$ cat src/rtl/fft_bfly_addr_gen.sv
// -----------------------------------------------------------------------------
// fft_bfly_addr_gen
//   Butterfly address generator for an iterative radix-2 DIT FFT.
//   For every stage it issues N/2 (A, B, twiddle) triples through a
//   valid/ready handshake. Between stages it pulses o_STAGE_EN for one cycle
//   so the external one-hot stage ring register advances. After the last
//   stage it pulses o_DONE.
//
//   Optional build macro: FFT_ADDR_GEN_CHECK_EN
//     Adds o_ERR, a sticky flag raised in RUN when i_STAGE_OH disagrees with
//     the internal stage counter or is not one-hot. In that build the
//     addresses follow the internal stage counter.
//
// Ports
//   CLK         system clock, rising edge
//   RST         synchronous active-high reset
//   i_START     frame start request, sampled in IDLE only
//   i_STAGE_OH  one-hot current stage from the ring register
//   o_STAGE_EN  one-cycle pulse that advances the ring register
//   o_ADDR_A    butterfly upper-input address
//   o_ADDR_B    butterfly lower-input address
//   o_TW_IDX    twiddle ROM index
//   o_VALID     address triple valid
//   i_READY     datapath accepts the triple when o_VALID && i_READY
//   o_BUSY      high in every state except IDLE
//   o_DONE      one-cycle pulse after the last stage
//   o_ERR       (FFT_ADDR_GEN_CHECK_EN only) sticky stage-vector error
// -----------------------------------------------------------------------------
module fft_bfly_addr_gen #(
   parameter int LOG2N  = 10,
   parameter int ADDR_W = LOG2N
) (
   input  logic              CLK,
   input  logic              RST,
   input  logic              i_START,
   input  logic [LOG2N-1:0]  i_STAGE_OH,
   output logic              o_STAGE_EN,
   output logic [ADDR_W-1:0] o_ADDR_A,
   output logic [ADDR_W-1:0] o_ADDR_B,
   output logic [LOG2N-2:0]  o_TW_IDX,
   output logic              o_VALID,
   input  logic              i_READY,
   output logic              o_BUSY,
   output logic              o_DONE
`ifdef FFT_ADDR_GEN_CHECK_EN
   ,
   output logic              o_ERR
`endif
);

   localparam int K_W = LOG2N - 1;
   localparam int S_W = $clog2(LOG2N);
   localparam logic [K_W-1:0] K_LAST     = '1;
   localparam logic [S_W-1:0] STAGE_LAST = S_W'(LOG2N - 1);

   typedef enum logic [1:0] {IDLE, RUN, STEP, DONE} state_t;

   state_t           state_reg, state_next;
   logic [K_W-1:0]   k_reg, k_next;
   logic [S_W-1:0]   stage_reg, stage_next;
   logic [LOG2N-1:0] a_reg, a_next;
   logic [LOG2N-1:0] b_reg, b_next;
   logic [K_W-1:0]   tw_reg, tw_next;

   // Stage index used for address generation
   logic [S_W-1:0]   s_cur;

`ifdef FFT_ADDR_GEN_CHECK_EN
   logic err_reg;
   assign s_cur = stage_reg;

   always_ff @(posedge CLK) begin
      if (RST)
         err_reg <= 1'b0;
      else if (state_reg == RUN && i_STAGE_OH != (LOG2N'(1) << stage_reg))
         err_reg <= 1'b1;
   end
   assign o_ERR = err_reg;
`else
   // One-hot to binary: OR together the index of every set bit
   logic [S_W-1:0] idx_term [LOG2N];
   logic [S_W-1:0] s_oh;

   generate
      for (genvar gi = 0; gi < LOG2N; gi++) begin : g_dec
         assign idx_term[gi] = i_STAGE_OH[gi] ? S_W'(gi) : '0;
      end
   endgenerate

   always_comb begin
      s_oh = '0;
      for (int i = 0; i < LOG2N; i++)
         s_oh = s_oh | idx_term[i];
   end
   assign s_cur = s_oh;
`endif

   // Next triple to load. Leaving STEP the ring register has not yet moved,
   // so the new stage is taken as the current one plus one.
   logic [K_W-1:0]   k_calc;
   logic [S_W-1:0]   s_calc;
   logic [LOG2N-1:0] span, mask, kx;
   logic [LOG2N-1:0] a_calc, b_calc;
   logic [K_W-1:0]   tw_calc;

   always_comb begin
      k_calc  = (state_reg == RUN) ? k_reg + 1'b1 : '0;
      s_calc  = (state_reg == STEP) ? s_cur + 1'b1 : s_cur;
      span    = LOG2N'(1) << s_calc;
      mask    = span - 1'b1;
      kx      = LOG2N'(k_calc);
      // Insert a zero at bit s of k for A; B sets that bit
      a_calc  = ((kx & ~mask) << 1) | (kx & mask);
      b_calc  = a_calc | span;
      tw_calc = K_W'((kx & mask) << (K_W - int'(s_calc)));
   end

   always_comb begin
      state_next = state_reg;
      k_next     = k_reg;
      stage_next = stage_reg;
      a_next     = a_reg;
      b_next     = b_reg;
      tw_next    = tw_reg;
      case (state_reg)
         IDLE: begin
            if (i_START) begin
               state_next = RUN;
               k_next     = '0;
               stage_next = '0;
               a_next     = a_calc;
               b_next     = b_calc;
               tw_next    = tw_calc;
            end
         end
         RUN: begin
            if (i_READY) begin
               if (k_reg == K_LAST) begin
                  state_next = STEP;
                  k_next     = '0;
                  a_next     = '0;
                  b_next     = '0;
                  tw_next    = '0;
               end else begin
                  k_next  = k_calc;
                  a_next  = a_calc;
                  b_next  = b_calc;
                  tw_next = tw_calc;
               end
            end
         end
         STEP: begin
            if (stage_reg == STAGE_LAST) begin
               state_next = DONE;
               stage_next = '0;
            end else begin
               state_next = RUN;
               stage_next = stage_reg + 1'b1;
               a_next     = a_calc;
               b_next     = b_calc;
               tw_next    = tw_calc;
            end
         end
         DONE: begin
            state_next = IDLE;
         end
         default: begin
            state_next = IDLE;
         end
      endcase
   end

   always_ff @(posedge CLK) begin
      if (RST) begin
         state_reg <= IDLE;
         k_reg     <= '0;
         stage_reg <= '0;
         a_reg     <= '0;
         b_reg     <= '0;
         tw_reg    <= '0;
      end else begin
         state_reg <= state_next;
         k_reg     <= k_next;
         stage_reg <= stage_next;
         a_reg     <= a_next;
         b_reg     <= b_next;
         tw_reg    <= tw_next;
      end
   end

   assign o_VALID    = (state_reg == RUN);
   assign o_STAGE_EN = (state_reg == STEP);
   assign o_DONE     = (state_reg == DONE);
   assign o_BUSY     = (state_reg != IDLE);
   assign o_ADDR_A   = ADDR_W'(a_reg);
   assign o_ADDR_B   = ADDR_W'(b_reg);
   assign o_TW_IDX   = tw_reg;

endmodule
$ cat config.mk
export PLATFORM = sky130hd
export DESIGN_NAME = fft_bfly_addr_gen
export DESIGN_NICKNAME = d
export VERILOG_FILES = /design/src/rtl/fft_bfly_addr_gen.sv
export SDC_FILE = /design/constraint.sdc
export NUM_CORES = 1
export LEC_CHECK = 0
export CAP_MARGIN = 20
export CELL_PAD_IN_SITES_DETAIL_PLACEMENT = 0
export CELL_PAD_IN_SITES_GLOBAL_PLACEMENT = 1
export CORE_MARGIN = 8
export CORE_UTILIZATION = 35
export CTS_BUF_LIST = sky130_fd_sc_hd__clkbuf_16
export DETAILED_ROUTE_END_ITERATION = 10
export HOLD_SLACK_MARGIN = 0.12
export PLACE_DENSITY_LB_ADDON = 0.3
export SLEW_MARGIN = 10
export SYNTH_ARGS = -nofsm -noshare
export SYNTH_HDL_FRONTEND = slang
export SYNTH_SLANG_ARGS = --single-unit
$ cat constraint.sdc
create_clock -name CLK -period 3.2 [get_ports CLK]
set_input_delay 0.32 -clock CLK [delete_from_list [all_inputs] [get_ports CLK]]
set_output_delay 0.32 -clock CLK [all_outputs]
set_load 0.01 [all_outputs]
==> reports/results.tsv <==
stage	metric	value	unit
logic_synthesis	synthTopCellsByArea	dfxtp_1 (30%), nor2_1 (6.7%), a21oi_1 (6.5%)	
logic_synthesis	synth_cells	394	
detailed_routing	first_pass_iters	4	
critical_path	crit_path_start_kind	input port	
critical_path	critPathMaxFanout	6	
placement	gp_congestion	0.906	
critical_path	critPathKind	in -> reg	
global_routing	grt_overflow	0	
logic_synthesis	yosysTopAreaCellShare	30.1	%
floorplanning	coreArea	0.00818	mm²
power	p_leak	1.79	nW
sta	slew_viol_final	0	
power	total_power	1.37	mW
detailed_routing	drc	0	
logic_synthesis	yosys_warnings	0	
floorplanning	die_y	107	µm
critical_path	startpoint	i_STAGE_OH[1]	
final_layout	diodes	0	
power	peakVddDrop	0.309	mV
clocking	cts_buffer_depth	2	
worst_hold_path	holdPathEnd	o_TW_IDX[3]$_SDFFE_PP0P_	
detailed_routing	postRouteAntennaNets	0	
detailed_routing	routed_wl	10400	µm
logic_synthesis	synth_top_cell_by_area	dfxtp_1	
sta	skew	0.00370	ns
global_routing	antenna_found_initial	0	
floorplanning	dieWidth	107	µm
run	cap_violations	0	
critical_path	crit_path_frequent_cell	buf_4	
global_routing	grt_pass1_wl	16400	µm
logic_synthesis	ys_seq_elements	44	
sta	setup_violations	0	
logic_synthesis	synthArstFlopShare	0	%
critical_path	crit_required	3.38	ns
critical_path	rr_worst_depth	10	
critical_path	cp.arrival	3.25	ns
clocking	htree_num_levels	2	
critical_path	critPathMaxStageDelay	0.41	ns
detailed_routing	vias	3426	
logic_synthesis	synth_fp_nets	414	
global_routing	grt_pass1_vias	3317	
critical_path	crit_family	simple AND/OR/NAND/NOR gates	
logic_synthesis	synth_edf_count	0	
floorplanning	rows	33	
global_routing	grt_usage	17.4	%
worst_hold_path	worstHoldPathType	reg -> reg	
global_routing	grt_max_degree	40	
final_layout	layout.nets	544	
logic_synthesis	yosysUniqueCellTypes	63	
clocking	root_buffer	clkbuf_16	
critical_path	critPathBufInv	4	
clocking	cts_tree	done	
clocking	path_clk_slew	0.06	ns
floorplanning	fp.dieArea	0.0115	mm²
critical_path	path_cells	clkdlybuf4s50_1 -> or3_4 -> nor2_4 -> inv_2 -> ha_4 -> o21ai_2 -> a21oi_2 -> ha_2 -> buf_4 -> nor4_2 -> a311oi_2 -> nor4_1 -> buf_4 -> nor3_1 -> o41ai_2	
logic_synthesis	yosysSeqAreaShare	30.1	%
critical_path	r2r_start	k_reg[1]$_SDFFE_PP0P_	
placement	dp_hpwl	8170	µm
floorplanning	initial_core_util	35.8	%
sta	final_hold_viol_count	0	
critical_path	timing.rr.end	o_TW_IDX[8]$_SDFFE_PP0P_	
clocking	cts_sinks	44	
detailed_routing	drt-initial-drc-count	224	
sta	period_minus_slack	3.06	ns
logic_synthesis	post_synth.cell_area_avg	7.42	µm²
sta	whs	0.441	ns
placement	portBuffers	45	
floorplanning	io_pins	47	
final_layout	syn_to_final_growth	50.7	%
power	power_density	312	mW/mm²
logic_synthesis	synth_area	0.00292	mm²
sta	slew_headroom	51.9	%
sta	tightest_slew	0.719	ns
worst_hold_path	min_from	o_TW_IDX[3]$_SDFFE_PP0P_	
critical_path	critPathSlowestCell	clkdlybuf4s50_1	
clocking	clk_latency	0.28	ns
sta	period_share	95.8	%
logic_synthesis	yosys_most_used_dff	dfxtp_1	
detailed_routing	vias_per_cell	5.44	
critical_path	reg2reg_slack	0.26	ns
critical_path	endpoint_kind	flop	
clocking	cts_buffers	5	
run_status	outcome	complete, no violations	
worst_hold_path	whs_path_depth	2	
sta	maxClockFrequency	326	MHz
final_layout	drive_gt1_share	25.1	%
detailed_routing	post_drt_wl_per_cell	16.4	µm
metal layers:
layer	part of all wire (%)	global-route usage, %	vias up
li1	-	-	1714
met1	45	21.1	1621
met2	49	30.7	78
met3	4.6	3.23	13
met4	1.5	4.16	0
met5	0	0	-
per-stage QoR:
stage	setup WS, ns	area (µm²)	setup TNS [ns]	util [%]	instances
after detailed placement	-0.288	4130	-2.70	50.5	620
after global routing	-0.00246	4410	-0.00246	53.9	630
final	0.135	4410	0	53.9	630
after global placement	-0.157	4130	-1.15	50.5	620
after floorplan	0.0713	2930	0	-	394
after CTS	0.0117	4310	0	52.7	628
cell usage in the layout (no fill, tap or decap), types with 4 or more instances in the layout:
cell type        netlist  layout
nor3_1                11       9
a22oi_1               13      13
xor2_1                 5       5
nand3_1               18      18
dlymetal6s2s_1         0       4
nor2_1                52      49
dfxtp_1               44      44
inv_1                  5       4
a31oi_1                5       5
nand2b_1              10       9
clkbuf_16              0       5
xnor2_1               10      10
clkdlybuf4s50_1        0      41
a211oi_1               5       4
and3_1                 7       7
o21ai_0               19      18
buf_4                  0      91
ha_1                   6       4
o211ai_1               4       4
o21ai_1                9       9
and2_1                 7       7
nand2_1               44      44
a21oi_1               38      37
final cells by class:
| cell class | instances | area (µm²) |
|---|---|---|
| repair buffers | 138 | 1170 |
| multi-input cells | 328 | 2030 |
| fillers | 780 | 3770 |
| well taps | 105 | 131 |
| clock inverters | 3 | 42.5 |
| flip-flops and latches | 44 | 881 |
| clock buffers | 5 | 125 |
| inverters | 7 | 26.3 |
cells in the mapped netlist (4+ instances only):
cell / count
a31oi_1: 5
nand2b_1: 10
nor3_1: 11
and3_1: 7
and2_1: 7
xnor2_1: 10
xor2_1: 5
nand2_1: 44
o21ai_0: 19
o211ai_1: 4
nand3_1: 18
dfxtp_1: 44
a22oi_1: 13
o21ai_1: 9
clkbuf_1: 11
ha_1: 6
a211oi_1: 5
inv_1: 5
or3_1: 4
nor2_1: 52
a21oi_1: 38
worst max-delay path by stage:
stage,endpoint,slack (ns),depth (start not counted)
after floorplan,o_ADDR_A[8]$_SDFFE_PP0P_,0.07,13
after global placement,o_TW_IDX[7]$_SDFFE_PP0P_,-0.16,14
after detailed placement,o_TW_IDX[7]$_SDFFE_PP0P_,-0.29,14
after CTS,o_TW_IDX[7]$_SDFFE_PP0P_,0.01,15
after global routing,o_TW_IDX[5]$_SDFFE_PP0P_,-0.002,15
final,o_TW_IDX[7]$_SDFFE_PP0P_,0.14,15
logic make-up after synthesis:
kind of cell	share of synthesized area (%)
AO/OA/AOI/OAI	30.3
XOR/XNOR	4.49
adder cells (fa/ha/maj)	2.57
buffers and inverters	3.17
flip-flops	30.1
multiplexers	0.342
AND/OR/NAND/NOR	29.1
where the power goes:
| part | switching (mW) | internal (mW) | leakage, nW |
|---|---|---|---|
| combinational | 0.134 | 0.103 | 1.35 |
| clock | 0.214 | 0.367 | 0.0814 |
| sequential | 0.00260 | 0.552 | 0.355 |
| total | 0.351 | 1.02 | 1.79 |
repair_timing:
action	CTS	global route
buffers inserted	0	2
endpoints found under the setup margin	1	18
resized for setup	2	21
pin swaps	1	8
hold buffers	0	0
hold endpoints to repair	0	0
worst register-to-register path: stages (launching register included):
cell and delay [ns]:
dfxtp_1 0.35, ha_1 0.26, and3_1 0.23, and3_1 0.20, ha_1 0.24, nor3b_2 0.21, nand2_1 0.09, o211ai_1 0.20
nand2b_1 0.22, or4_1 0.58, o32ai_1 0.28
Power figures use the tool's default switching activity.
